$ cat config.mk
export PLATFORM = sky130hd
export DESIGN_NAME = request_latch
export DESIGN_NICKNAME = d
export VERILOG_FILES = /design/src/rtl/req_latch_pkg.sv /design/src/rtl/request_latch_bit.sv /design/src/rtl/request_latch.sv
export SDC_FILE = /design/constraint.sdc
export NUM_CORES = 1
export LEC_CHECK = 0
export BUFFER_PORTS_ARGS = -buffer_cell sky130_fd_sc_hd__buf_2
export CAP_MARGIN = 40
export CORE_AREA = 5 5 42 44
export CTS_BUF_LIST = sky130_fd_sc_hd__clkbuf_4 sky130_fd_sc_hd__clkbuf_8 sky130_fd_sc_hd__clkbuf_16
export CTS_CLUSTER_SIZE = 16
export DETAILED_ROUTE_END_ITERATION = 8
export DIE_AREA = 0 0 47 49
export PLACE_DENSITY = 0.5
export SETUP_SLACK_MARGIN = 0.2
export SYNTH_ARGS = -nofsm -noshare
export SYNTH_HDL_FRONTEND = slang
export SYNTH_HIERARCHICAL = 1
export SYNTH_SLANG_ARGS = --single-unit
$ cat constraint.sdc
create_clock -name CLK -period 2.9 [get_ports CLK]
set_clock_uncertainty 0.15 [all_clocks]
set_input_delay 0.29 -clock CLK [delete_from_list [all_inputs] [get_ports CLK]]
set_output_delay 0.29 -clock CLK [all_outputs]
set_load 0.005 [all_outputs]
$ cat src/rtl/req_latch_pkg.sv
// Shared constants and width helpers for the request latch bank.
package req_latch_pkg;

  localparam int DEFAULT_WIDTH = 4;

  function automatic int count_width(input int width);
    return $clog2(width + 1);
  endfunction

  // A single-bit bank still needs a 1-bit index port.
  function automatic int index_width(input int width);
    return (width > 1) ? $clog2(width) : 1;
  endfunction

endpackage

$ cat src/rtl/request_latch_bit.sv
// One sticky request bit: clear beats set. Define REQ_LATCH_EDGE_EN to
// latch only on rising edges of the request input.
module request_latch_bit (
  input  logic CLK,
  input  logic RESET,
  input  logic in,
  input  logic clr,
  output logic out
);

  logic set;

`ifdef REQ_LATCH_EDGE_EN
  logic prev;

  // History resets low so an input already high at reset release counts as a press.
  always_ff @(posedge CLK or posedge RESET) begin
    if (RESET) prev <= 1'b0;
    else       prev <= in;
  end

  assign set = in & ~prev;
`else
  assign set = in;
`endif

  always_ff @(posedge CLK or posedge RESET) begin
    if (RESET)    out <= 1'b0;
    else if (clr) out <= 1'b0;
    else if (set) out <= 1'b1;
  end

endmodule

$ cat src/rtl/request_latch.sv
// Bank of sticky call-button request latches with combinational summaries.
// Edge-triggered capture is selected by defining REQ_LATCH_EDGE_EN.
module request_latch
  import req_latch_pkg::*;
#(
  parameter int WIDTH = DEFAULT_WIDTH
) (
  input  logic                          CLK,
  input  logic                          RESET,
  input  logic [WIDTH-1:0]              in,
  input  logic [WIDTH-1:0]              clr,
  output logic [WIDTH-1:0]              out,
  output logic                          any,
  output logic [count_width(WIDTH)-1:0] count,
  output logic [index_width(WIDTH)-1:0] lowest,
  output logic                          lowest_valid
);

  localparam int CW = count_width(WIDTH);
  localparam int IW = index_width(WIDTH);

  for (genvar g = 0; g < WIDTH; g++) begin : g_bit
    request_latch_bit u_bit (
      .CLK   (CLK),
      .RESET (RESET),
      .in    (in[g]),
      .clr   (clr[g]),
      .out   (out[g])
    );
  end

  assign any          = |out;
  assign lowest_valid = any;

  always_comb begin
    count = '0;
    for (int i = 0; i < WIDTH; i++) count = count + CW'(out[i]);
  end

  // Scan from the top so the lowest set bit wins.
  always_comb begin
    lowest = '0;
    for (int i = WIDTH - 1; i >= 0; i--) begin
      if (out[i]) lowest = IW'(i);
    end
  end

endmodule

==> metrics.md <==
| Metric | Value |
|---|---|
| Status | `finished, final reports clean` |
| Finish-stage setup viols | `0` |
| Die span in x | `47 um` |
| Via Count | `246` |
| Layout cell share with drive strength beyond 1 | `between 40% and 50%` |
| Hold Crit Start | `in[3]` |
| Startpoint types | `flip-flop` |
| Final #Nets | `66` |
| Crit Path Class | `reg2out` |
| ANT nets after route | `0` |
| First-pass GRT wire length | `938 um` |
| Reg2reg end | `g_bit[0].u_bit/out` |
| Clock slew at reported path FFs | `roughly 40 ps` |
| HP Class | `in2reg` |
| Min Hold Slack | `~120 ps` |
| DRC | `0` |
| Initial cell density of the core | `19.0%` |
| Sequential cell area | `between 100 and 150 um^2` |
| Clock Tree Buf Depth | `2` |
| Core area | `1400 um^2` |
| Largest net degree at the start of global routing | `6` |
| Final hold violation count | `0` |
| TritonCTS clock tree | `done` |
| Overall Global Routing Usage | `5.81%` |
| Biggest register | `g_bit.u_bit/out` |
| GR Overflow Total | `0` |
| Area of the multi-input gates | `125 um^2` |
| Max Cap Viol | `0` |
| VDD IR max | `between 0.15 and 0.2 mV` |
| Measured slew at the worst slew-check pin | `~160 ps` |
| # diodes | `0` |
| Final Cell Area | `412 um^2` |
| H-tree depth | `1` |
| Synthesized net count | `41` |
| RePlAce Congestion | `0.587` |
| Unrepaired setup endpoints after global routing | `false` |
| Top Registers | `g_bit.u_bit/out x4` |
| Yosys warning count | `6` |
| Worst R2R Path Depth | `1` |
| Post-synthesis instance total | `27` |
| Post-Syn Area per Cell | `9.87 um^2` |
| Worst Path Arrival | `roughly 1900 ps` |
| Crit-path max FO | `5` |
| Site Rows | `14` |
| Max FFs per register | `4` |
| Area of the mapped netlist | `267 um^2` |
| Sequential element share of the synthesized area | `between 30% and 40%` |
| R2R setup slack | `2030 ps` |
| Root Buffer | `clkbuf_4` |
| Avg Vias per Cell | `3.73` |
| Core Util, Final | `29.4%` |
| Max Freq | `approximately 430 MHz` |
| Critical Path Sink | `count[1]` |
| PD cells | `approximately 430 nW/um^2` |
| Crit end category | `primary output` |
| Number of distinct library cells after synthesis | `11` |
| Vias in the first global route | `235` |
| Most common cell after layout, fill and taps aside | `buf_2` |
| Post-CTS Setup Bufs | `0` |
| Buffers on Ports | `20` |
| WP data required | `2460 ps` |
| Drt pass-1 iters | `1` |
| # fillers | `~170` |
| Layout area overhead | `54.5%` |
| Initial antenna violation count | `0` |
| Setup TNS | `0 ps` |
| Die Area | `approximately 2300 um^2` |
| Skew-Pair Late Insertion Delay | `between 200 and 250 ps` |
| Final slew viol count | `0` |
| DP Area | `379 um^2` |
| Slew Limit Headroom | `between 80% and 90%` |
| Most frequent cells in the layout | `buf_2 (20), inv_1 (9), o21ba_1 (4), dfrtp_1 (4)` |
| CTS Sinks | `4` |
| Leak Pwr | `between 0.2 and 0.3 nW` |
| Top-Level Pins | `21` |
| Per-cell routed wire length | `8.97 um` |
| Die Height | `just under 50 um` |
| Reg2reg start | `g_bit[0].u_bit/out` |
| CTS buffer count | `3` |
| Final Routed Wirelength | `between 500 and 600 um` |
| Post-detail-place hpwl | `534 um` |
| Period utilization | `approximately four fifths` |
| Critical Path Start | `g_bit[0].u_bit/out` |
| Register bit total from synthesis | `4` |
| Period minus WS final | `around 2300 ps` |
| Initial DRC count | `0` |
-- Yosys cell counts --
master    number  share of area [%]
o21ba_1        4                 15
nand2b_1       1                2.3
a21oi_2        1                3.3
nor3_1         1                1.9
nor2_1         1                1.4
ha_1           3                 14
inv_1          9                 13
buf_4          1                2.8
nand2_1        1                1.4
dfrtp_1        4                 38
fa_1           1                7.5
-- worst max-delay path, cell delays in order, from the launching register on --
cell	delay, ps
dfrtp_1	400
inv_1	110
fa_1	530
inv_1	40
ha_1	170
ha_1	260
buf_2	120
-- where the power goes --
part | leakage [nW] | switching (W) | internal [W]
Combinational | 0.203 | 0.0000198 | 0.0000248
Clock | 0.0138 | 0.0000222 | 0.0000463
Sequential | 0.0500 | 0.00000449 | 0.0000599
Total | 0.267 | 0.0000465 | 0.000131
-- cells by family after synthesis --
family          synth area share, %
compound gates                 18.3
fa+ha+maj                      21.6
buf+inv                        15.5
flops                          37.6
simple gates                   7.04
-- what timing repair did --
item                                   in CTS  in global routing
hold buffers                                1                  0
gates resized for setup                     0                  0
endpoints found under the hold margin       4                  0
-- layer usage --
layer  up-vias  routed length (um)  track usage, %
li1        127                   -               -
met2        10                 322            8.60
met3         0                  74            1.85
met4         0                   0            5.53
met1       109                 194            6.04
met5         -                   0               0
-- final cells by class --
type | count | share of cell area [%]
Clock buffer | 3 | 5.47
Inverter | 9 | 8.21
Multi-Input combinational cell | 13 | 30.4
Sequential cell | 4 | 24.3
Tap cell | 16 | 4.86
Timing Repair Buffer | 21 | 26.7
-- stage by stage --
step / setup WS, ps / total power [W] / instances
6_report: 591 / 0.000177 / 66
4_1_cts: 555 / 0.000184 / 66
3_3_place_gp: 833 / 0.000110 / 62
3_5_place_dp: 816 / 0.000111 / 62
5_1_grt: 477 / 0.000195 / 66
2_1_floorplan: 964 / 0.0000886 / 27
-- worst min-delay path by stage --
stage	slack, ps	cells past startpoint	end
floorplan	-130	1	g_bit[0].u_bit/out
global placement	10	2	g_bit[1].u_bit/out
detailed placement	9	2	g_bit[1].u_bit/out
CTS	110	2	g_bit[1].u_bit/out
global route	120	2	g_bit[0].u_bit/out
finish	120	2	g_bit[3].u_bit/out
Note: power is estimated with default switching activity, not from simulation.
